### src/rtl/uart_tx_arbiter.sv
// Round-robin arbiter feeding one UART transmitter from NUM_REQ byte streams.
// Grants are held for a whole packet, bounded by MAX_BURST bytes and GAP_TIMEOUT idle cycles.
module uart_tx_arbiter #(
    parameter int NUM_REQ     = 4,
    parameter int DATA_BITS   = 8,
    parameter int MAX_BURST   = 16,
    parameter int GAP_TIMEOUT = 1024
) (
    input  logic                           clk,
    input  logic                           reset,
    input  logic [NUM_REQ-1:0]             req_vld,
    input  logic [NUM_REQ*DATA_BITS-1:0]   req_data,
    input  logic [NUM_REQ-1:0]             req_last,
    output logic [NUM_REQ-1:0]             req_rdy,
    output logic                           uart_tx_vld,
    output logic [DATA_BITS-1:0]           uart_tx_data,
    input  logic                           uart_tx_rdy,
    output logic [$clog2(NUM_REQ)-1:0]     grant_id,
    output logic                           busy,
    output logic                           gap_err
);

    localparam int GW = $clog2(NUM_REQ);
    localparam int BW = $clog2(MAX_BURST + 1);
    localparam int CW = $clog2(GAP_TIMEOUT + 1);

    typedef enum logic [1:0] {
        S_IDLE,
        S_ISSUE,
        S_WAIT_BUSY,
        S_WAIT_DONE
    } state_t;

    state_t               state;
    logic [BW-1:0]        byte_cnt;
    logic [CW-1:0]        gap_cnt;
    logic                 last_q;
    logic [GW-1:0]        pick;
    logic                 cur_vld;
    logic                 accept;
    logic [DATA_BITS-1:0] cur_byte;

    // grant_id doubles as last_grant: it only changes when leaving S_IDLE.
    // Scan offsets high to low so the nearest requester after it wins.
    always_comb begin
        pick = grant_id;
        for (int k = NUM_REQ; k >= 1; k--) begin
            if (req_vld[(int'(grant_id) + k) % NUM_REQ])
                pick = GW'((int'(grant_id) + k) % NUM_REQ);
        end
    end

    assign cur_vld  = req_vld[grant_id];
    assign cur_byte = req_data[int'(grant_id)*DATA_BITS +: DATA_BITS];
    assign accept   = (state == S_ISSUE) && uart_tx_rdy && cur_vld;
    assign busy     = (state != S_IDLE);

    always_comb begin
        req_rdy = '0;
        req_rdy[grant_id] = accept;
    end

    always_ff @(posedge clk or posedge reset) begin
        if (reset) begin
            state        <= S_IDLE;
            grant_id     <= GW'(NUM_REQ - 1);
            uart_tx_vld  <= 1'b0;
            uart_tx_data <= '0;
            gap_err      <= 1'b0;
            byte_cnt     <= '0;
            gap_cnt      <= '0;
            last_q       <= 1'b0;
        end else begin
            uart_tx_vld <= 1'b0;
            gap_err     <= 1'b0;
            unique case (state)
                S_IDLE: begin
                    if (|req_vld) begin
                        grant_id <= pick;
                        byte_cnt <= '0;
                        gap_cnt  <= '0;
                        state    <= S_ISSUE;
                    end
                end
                S_ISSUE: begin
                    if (accept) begin
                        uart_tx_data <= cur_byte;
                        uart_tx_vld  <= 1'b1;
                        last_q       <= req_last[grant_id];
                        byte_cnt     <= byte_cnt + 1'b1;
                        gap_cnt      <= '0;
                        state        <= S_WAIT_BUSY;
                    end else if (!cur_vld) begin
                        if (gap_cnt >= CW'(GAP_TIMEOUT - 1)) begin
                            gap_err <= 1'b1;
                            gap_cnt <= CW'(GAP_TIMEOUT);
                            state   <= S_IDLE;
                        end else begin
                            gap_cnt <= gap_cnt + 1'b1;
                        end
                    end
                end
                S_WAIT_BUSY: begin
                    if (!uart_tx_rdy)
                        state <= S_WAIT_DONE;
                end
                S_WAIT_DONE: begin
                    if (uart_tx_rdy) begin
                        if (last_q || byte_cnt == BW'(MAX_BURST))
                            state <= S_IDLE;
                        else
                            state <= S_ISSUE;
                    end
                end
                default: state <= S_IDLE;
            endcase
        end
    end

endmodule

### config.mk
export PLATFORM = sky130hd
export DESIGN_NAME = uart_tx_arbiter
export DESIGN_NICKNAME = d
export VERILOG_FILES = /design/src/rtl/uart_tx_arbiter.sv
export SDC_FILE = /design/constraint.sdc
export NUM_CORES = 1
export LEC_CHECK = 0
export CAP_MARGIN = 15
export CORE_ASPECT_RATIO = 1.75
export CORE_UTILIZATION = 28
export CTS_CLUSTER_DIAMETER = 30
export DETAILED_ROUTE_END_ITERATION = 8
export GPL_TIMING_DRIVEN = 0
export PLACE_DENSITY = 0.56
export SYNTH_ARGS = -nofsm -noshare
export SYNTH_HDL_FRONTEND = slang
export SYNTH_SLANG_ARGS = --single-unit
### constraint.sdc
create_clock -name clk -period 4 [get_ports clk]
set_input_delay 0.8 -clock clk [delete_from_list [all_inputs] [get_ports clk]]
set_output_delay 0.8 -clock clk [all_outputs]
set_load 0.01 [all_outputs]
==> reports/results.ini, run 1 <==
[worst_hold_path]
hold_depth = 2
worst_hold_path_type = flop to flop

[timing]
hold_viol_final = 0
fin_tns_setup_ns = 0
hold_slack_ns = 0.470
rsz0062_at_grt = no
layout_min_cycle_time_ns = 3.64
fmax_mhz = 275
tightest_slew_ns = 0.702
period_share_pct = 91.0
final_max_slew_viol_count = 0
finalSetupViolCount = 0
maxSlewHeadroom_pct = 53.2
fin_skew_ns = 0.00505

[setup_path]
end_kind = output pin
cp_slowest_cell = mux4_2
cp_max_fo = 8
crit_type = input pin to output pin
worstRegToRegCells = 7
worst_ep_arrival_time_ns = 2.84
cp_cell_sequence = clkdlybuf4s50_1 -> mux4_2 -> nand3_1 -> inv_2 -> and2_1 -> clkdlybuf4s50_1
cp_data_required_time_ns = 3.20
worst_path_most_repeated_cell = clkdlybuf4s50_1
slowest_delay_ns = 0.62
worst_setup_path_start_kind = input pin

[power_and_ir_drop]
power.share.clock_pct = 21.1
switching_share_pct = 37.8
p_per_area_nw_per_um2 = 592
p_leak_uw = 0.00119
switchingPower_uw = 651
power_frac_seq_pct = 28.8
vdd_drop_max_uv = 340
pwr-share-comb_pct = 50.1
internal_power_uw = 1070

[drt]
routedWlPerCell_microns = 13.8
ant_nets = 0
via_count = 1799
drt_iter0_drc = 102
drt_first_pass_iters = 3
wirelength_microns = 4830
remaining_drc_errors = 0
viasPerCell = 5.13

[cts]
clock_sinks = 31
postCtsSetupBuffers = 0
root_buffer = clkbuf_16
htreeDepth = 2
cts_inserted_buffers = 5
clk_pin_slew_ns = 0.05
clk_latency_ns = 0.28
cts_tree = done
cts_resized = 0
clk_path_buf_depth = 2
ctsHoldBuffers = 0

[yosys]
yosysTopAreaCell = dfrtp_1
synthFlopType = dfrtp_1
synth_cell_types = 57
synthCells = 199
syn-cell-area_sq_um = 2050
syn_nets = 249
seq_area_frac_synth_pct = 38.0
synth_seq_cells = 31
synth_edf_count = 0
synth_warnings = 0
syn_area_per_cell_sq_um = 10.3
synth_most_common_cell = nand2_1
netlist_top_cells_count = 41 x nand2_1, 29 x dfrtp_1, 11 x inv_1, 11 x mux4_2, 8 x a21oi_1
async_flop_share_pct = 100
synth_area_leaders = dfrtp_1 35%, mux4_2 12%, nand2_1 7.5%
synth_top_area_share_pct = 35.4

[floorplan]
core_sq_um = 6960
dieWidth_microns = 66.7
die-area_sq_um = 7680
die_h_microns = 115
rows = 40
initial_core_util_pct = 29.5
pin_count = 60

[final_layout]
area_delta_synth_final_pct = 42.0
nets = 316
final_area_sq_um = 2910
register_area_sq_um = 778
multi_input_area_sq_um = 1180
fillers = 668
antenna_cells = 0
drive_above_1_share_pct = 13.9
stdcell_count = 351
final_util_pct = 41.8

[placement]
port-buffer-count = 59
place.gp.congestion = 0.782
dpl.hpwl_microns = 3790
placed_area_sq_um = 2770
dp.cells = 343

[grt]
grt_pass1_vias = 1848
gr-usage-all-layers_pct = 14.8
antenna_found_initial = 0
overflow = 0
grt_pass1_wl_microns = 8540
grt_max_degree = 20

[run]
maxCapViolations = 0

[outcome]
status = finished, final reports clean

## worst max-delay path: cells and delay by family
kind                   cells  cell delay, ns
buffers and inverters      3            1.09
muxes                      1            0.62
and+or+nand+nor            2            0.33
## metal layers
metal  global-route usage [%]  share of wire (%)
met3                     3.87                5.3
met2                     26.6                 55
met4                     8.23                2.6
met5                        0                  0
met1                     15.1                 37
## placed cells by master (no fill, tap or decap), drive strengths merged, types with 6 or more instances in the layout
| master | n |
|---|---|
| o21ai | 8 |
| inv | 12 |
| clkbuf | 9 |
| a21oi | 9 |
| buf | 6 |
| ha | 7 |
| clkdlybuf4s50 | 59 |
| nand3 | 8 |
| nand2 | 42 |
| mux4 | 11 |
| dfrtp | 29 |
## state kept, by name, indices dropped and copies added (netlist names), named ones only
| signal | count |
|---|---|
| gap_err | 1 |
| uart_tx_data | 8 |
| byte_cnt | 5 |
| gap_cnt | 11 |
| state | 1 |
| last_q | 1 |
| grant_id | 2 |
| uart_tx_vld | 1 |
## stage by stage
stage                     worst slack (ns)  total power (uW)
after floorplan                       1.48              1070
after global placement               0.353              1370
after detailed placement             0.367              1380
after CTS                            0.363              1750
after global routing                 0.262              1860
final                                0.359              1720
## worst paths after layout
path,start,end,slack (ns)
setup / recovery,req_vld[3],req_rdy[3],0.36
hold / removal,uart_tx_data[5],uart_tx_data[5],0.47
setup reg to reg,grant_id[0],grant_id[0],1.69
hold reg to reg,uart_tx_data[5],uart_tx_data[5],0.47
max in group asynchronous,reset,grant_id[0],2.54
min in group asynchronous,reset,byte_cnt[2],0.88
## final cells by class
class | count | share of cell area, %
inverter | 12 | 1.55
clock buffer | 7 | 4.56
clock inverter | 1 | 0.172
multi-input combinational | 149 | 40.7
sequential | 31 | 26.7
timing repair buffer | 60 | 21.2
buffer | 7 | 1.46
tap | 84 | 3.61
## power groups by stage
stage	clock network (uW)	registers, uW	logic, uW
after floorplan	0	506	567
after global placement	0	496	870
after detailed placement	0	500	877
after CTS	371	496	879
after global routing	389	507	965
final	364	496	864
## cell families after synthesis
family                   synth area share [%]
XOR/XNOR                                0.427
AND/OR/NAND/NOR                          20.5
AO/OA/AOI/OAI                            18.9
flip-flops                               38.0
buffers and inverters                    4.27
multiplexers                             13.6
adder cells (fa/ha/maj)                  4.27
No activity file was read; power rests on OpenSTA's default activity.
==> run 2, diff against run 1 <==
--- a/config.mk
+++ b/config.mk
@@ -7,11 +7,11 @@
 export LEC_CHECK = 0
 export CAP_MARGIN = 15
 export CORE_ASPECT_RATIO = 1.75
-export CORE_UTILIZATION = 28
+export CORE_UTILIZATION = 40
 export CTS_CLUSTER_DIAMETER = 30
 export DETAILED_ROUTE_END_ITERATION = 8
 export GPL_TIMING_DRIVEN = 0
-export PLACE_DENSITY = 0.56
+export PLACE_DENSITY = 0.73
 export SYNTH_ARGS = -nofsm -noshare
 export SYNTH_HDL_FRONTEND = slang
 export SYNTH_SLANG_ARGS = --single-unit
==> reports/results.ini, run 2 (synthesized netlist as in run 1, its figures left out) <==
[floorplan]
initial_core_util_pct = 41.5
die_h_microns = 96.7
core_sq_um = 4930
dieWidth_microns = 56.1
die-area_sq_um = 5430
rows = 34
pin_count = 60

[final_layout]
final_util_pct = 57.2
antenna_cells = 0
largest_register = gap_cnt
largest_reg_flops = 11
final_common_cell = clkdlybuf4s50_1
final_area_sq_um = 2820
drive_above_1_share_pct = 14.6
reg.largest.list = gap_cnt: 11 flops, uart_tx_data: 8 flops, byte_cnt: 5 flops
nets = 316
stdcell_count = 321
area_delta_synth_final_pct = 37.8
final_cell_mix = 59 x clkdlybuf4s50_1, 41 x nand2_1, 29 x dfrtp_1

[setup_path]
cp_max_fo = 8
worst_ep_arrival_time_ns = 2.83
reg2reg_setup_slack_ns = 1.67
cp_data_required_time_ns = 3.20
crit_type = input pin to output pin
end_kind = output pin
worst_setup_path_start_kind = input pin

[run]
maxCapViolations = 0

[outcome]
status = finished, final reports clean

[timing]
hold_viol_final = 0
layout_min_cycle_time_ns = 3.63
final_max_slew_viol_count = 0
rsz0062_at_grt = no
period_share_pct = 90.7
tightest_slew_ns = 0.664
maxSlewHeadroom_pct = 55.7
fin_tns_setup_ns = 0
fin_skew_ns = 0.00717
fmax_mhz = 276
finalSetupViolCount = 0

[cts]
clk_path_buf_depth = 2
clk_latency_ns = 0.29
root_buffer = clkbuf_8
cts_inserted_buffers = 5
postCtsSetupBuffers = 0
cts_resized = 0
ctsHoldBuffers = 0
cts_tree = done
clk_pin_slew_ns = 0.07
htreeDepth = 2
clock_sinks = 31

[drt]
wirelength_microns = 4490
via_count = 1820
viasPerCell = 5.67
drt_iter0_drc = 19
ant_nets = 0
routedWlPerCell_microns = 14.0
remaining_drc_errors = 0
drt_first_pass_iters = 4

[grt]
grt_max_degree = 21
overflow = 0
antenna_found_initial = 0
gr-usage-all-layers_pct = 18.2
grt_pass1_vias = 1817
grt_pass1_wl_microns = 7890

[placement]
placed_area_sq_um = 2740
port-buffer-count = 59
place.gp.congestion = 0.753
dpl.hpwl_microns = 3630
dp.cells = 313

[power_and_ir_drop]
vdd_drop_max_uv = 362
p_leak_uw = 0.00116
p_per_area_nw_per_um2 = 567
total_power_uw = 1600

[worst_hold_path]
worst_hold_path_type = flop to flop

run 2: per-stage QoR:
| stage | worst slack [ns] | hold slack (ns) |
|---|---|---|
| after global routing | 0.259 | 0.489 |
| after floorplan | 1.48 | 0.437 |
| after detailed placement | 0.367 | 0.462 |
| final | 0.372 | 0.475 |
| after global placement | 0.383 | 0.452 |
| after CTS | 0.363 | 0.479 |
run 2: metal layers:
layer  up-vias  share of wire [%]  GRT usage [%]
li1        881                  -              -
met1       868                 35           18.7
met2        62                 56           34.0
met3         9                6.1           4.41
met4         0                2.2           7.50
met5         -                  0              0
run 2: area by class of cell:
cell class	count	area (sq um)
buffer	7	42.5
clock buffer	5	68.8
clock inverter	3	20.0
fill	454	2110
inverter	12	45.0
multi-input combinational	149	1180
sequential	31	778
tap	54	67.6
timing repair buffer	60	618
run 2: report_power, final:
| group | total [uW] | internal, uW | switching [uW] |
|---|---|---|---|
| sequential | 492 | 407 | 84.9 |
| clock | 245 | 121 | 124 |
| combinational | 865 | 436 | 428 |
| total | 1600 | 965 | 637 |
run 2: worst max-delay path: stages:
cell and delay, ns:
clkdlybuf4s50_1 0.52, mux4_2 0.60, nand3_1 0.20, inv_2 0.07
and2_1 0.15, clkdlybuf4s50_1 0.48
run 2: worst paths after layout:
path                            cells past startpoint         endpoint            start
worst max-delay path                                6       req_rdy[1]       req_vld[3]
worst min-delay path                                2  uart_tx_data[7]  uart_tx_data[7]
worst max register to register                      7      grant_id[0]      grant_id[0]
worst min register to register                      2  uart_tx_data[7]  uart_tx_data[7]
max in group asynchronous                           3      grant_id[1]            reset
min in group asynchronous                           2       gap_cnt[2]            reset
==> run 3, diff against run 2 <==
--- a/config.mk
+++ b/config.mk
@@ -5,13 +5,15 @@
 export SDC_FILE = /design/constraint.sdc
 export NUM_CORES = 1
 export LEC_CHECK = 0
-export CAP_MARGIN = 15
+export CAP_MARGIN = 0
+export CELL_PAD_IN_SITES_DETAIL_PLACEMENT = 1
+export CELL_PAD_IN_SITES_GLOBAL_PLACEMENT = 1
 export CORE_ASPECT_RATIO = 1.75
-export CORE_UTILIZATION = 40
+export CORE_UTILIZATION = 39
 export CTS_CLUSTER_DIAMETER = 30
 export DETAILED_ROUTE_END_ITERATION = 8
 export GPL_TIMING_DRIVEN = 0
-export PLACE_DENSITY = 0.73
+export PLACE_DENSITY = 0.9
 export SYNTH_ARGS = -nofsm -noshare
 export SYNTH_HDL_FRONTEND = slang
 export SYNTH_SLANG_ARGS = --single-unit
==> reports/results.ini, run 3 (synthesized netlist as in run 1, its figures left out) <==
[outcome]
status = finished, final reports clean

[drt]
routedWlPerCell_microns = 19.5
wirelength_microns = 6280
drt_first_pass_iters = 4
ant_nets = 0
viasPerCell = 5.92
drt_iter0_drc = 37
via_count = 1899
remaining_drc_errors = 0

[timing]
fmax_mhz = 269
tightest_slew_ns = 0.732
rsz0062_at_grt = no
layout_min_cycle_time_ns = 3.72
fin_tns_setup_ns = 0
period_share_pct = 92.9
finalSetupViolCount = 0
final_max_slew_viol_count = 0
fin_skew_ns = 0.00853
hold_viol_final = 0
maxSlewHeadroom_pct = 51.2
setup_slack_ns = 0.284

[setup_path]
crit_type = input pin to output pin
worst_setup_path_start_kind = input pin
worst_ep_arrival_time_ns = 2.92
r2r_start = grant_id[0]
cp_max_fo = 8
reg2reg_setup_slack_ns = 1.59
worstRegToRegCells = 7
cp_data_required_time_ns = 3.20
r2r_end = grant_id[0]
end_kind = output pin

[grt]
antenna_found_initial = 0
gr-usage-all-layers_pct = 24.2
use_met1_pct = 23.2
grt_max_degree = 32
grt_pass1_wl_microns = 10200
grtUsageMet2_pct = 46.7
grt_pass1_vias = 2216
overflow = 0
busiest_layer = met2
use_met3_pct = 3.97

[power_and_ir_drop]
power_frac_seq_pct = 29.9
pwr-share-comb_pct = 53.9
switching_share_pct = 40.9
power.share.clock_pct = 16.2
internal_power_uw = 1000
vdd_drop_max_uv = 348
p_per_area_nw_per_um2 = 598
p_leak_uw = 0.00117
switchingPower_uw = 693
total_power_uw = 1690

[cts]
cts_tree = done
clk_latency_ns = 0.29
clk_path_buf_depth = 2
cts_inserted_buffers = 5
clk_pin_slew_ns = 0.06
ctsHoldBuffers = 0
htreeDepth = 2
clock_sinks = 31
cts_resized = 0
postCtsSetupBuffers = 0
root_buffer = clkbuf_8

[worst_hold_path]
hold_path_end = uart_tx_data[5]
worst_hold_path_type = flop to flop
holdCritStartpoint = uart_tx_data[5]
hold_depth = 2

[placement]
dpl.hpwl_microns = 4850
dp.cells = 312
port-buffer-count = 59
place.gp.congestion = 0.773
dp_worst_setup_slack_ns = 0.335

[final_layout]
reg.largest.list = gap_cnt: 11 flops, uart_tx_data: 8 flops, byte_cnt: 5 flops
largest_register = gap_cnt
stdcell_count = 321
nets = 316
fillers = 546
area_delta_synth_final_pct = 38.3
drive_above_1_share_pct = 14.2
multi_input_area_sq_um = 1180
largest_reg_flops = 11
final_cell_mix = 59 x clkdlybuf4s50_1, 41 x nand2_1, 29 x dfrtp_1
register_area_sq_um = 778
final_util_pct = 56.5
antenna_cells = 0
final_common_cell = clkdlybuf4s50_1

[floorplan]
dieWidth_microns = 56.8
die-area_sq_um = 5560
initial_core_util_pct = 40.8
rows = 34
die_h_microns = 97.9
core_sq_um = 5020
pin_count = 60

[run]
maxCapViolations = 0

## run 3: changes by cell type in the layout (fill, tap and decap cells not counted)
cell / change
clkbuf_8: +2
clkinvlp_4: -2
clkbuf_1: +1
clkinv_2: -1
## run 3: final cells by class
class / count / share of cell area, %
clock buffers: 8 / 3.53
multi-input cells: 149 / 41.7
plain buffers: 7 / 1.50
repair buffers: 60 / 21.8
well taps: 54 / 2.38
inverters: 12 / 1.59
flip-flops and latches: 31 / 27.4
## run 3: worst max path at each step
stage	from	end	cells past startpoint
global placement	req_vld[3]	req_rdy[2]	6
finish	req_vld[3]	req_rdy[2]	6
floorplan	req_vld[3]	req_rdy[0]	4
global route	req_vld[3]	req_rdy[2]	6
detailed placement	req_vld[3]	req_rdy[3]	6
CTS	req_vld[3]	req_rdy[0]	6
## run 3: power groups by stage
stage          sequential [uW]  clock, uW  combinational, uW
2_1_floorplan              506          0                567
3_3_place_gp               497          0                873
3_5_place_dp               507          0                913
4_1_cts                    503        283                921
5_1_grt                    519        296                998
6_report                   506        275                913
## run 3: layer usage
layer | share of wire, % | vias to the layer above | wire [microns]
met5 | 0 | - | 0
met2 | 58 | 59 | 3670
li1 | - | 881 | -
met1 | 35 | 940 | 2180
met4 | 3.9 | 0 | 247
met3 | 2.8 | 19 | 178
## run 3: worst max-delay path, stage by stage
cell	delay, ns
clkdlybuf4s50_1	0.56
mux4_2	0.63
nand3_1	0.19
inv_2	0.09
and2_1	0.17
clkdlybuf4s50_1	0.48
## run 3: through the flow
stage | area, sq um | hold WS (ns)
6_report | 2840 | 0.495
5_1_grt | 2840 | 0.529
4_1_cts | 2810 | 0.486
3_5_place_dp | 2710 | 0.470
3_3_place_gp | 2710 | 0.458
2_1_floorplan | 2050 | 0.437
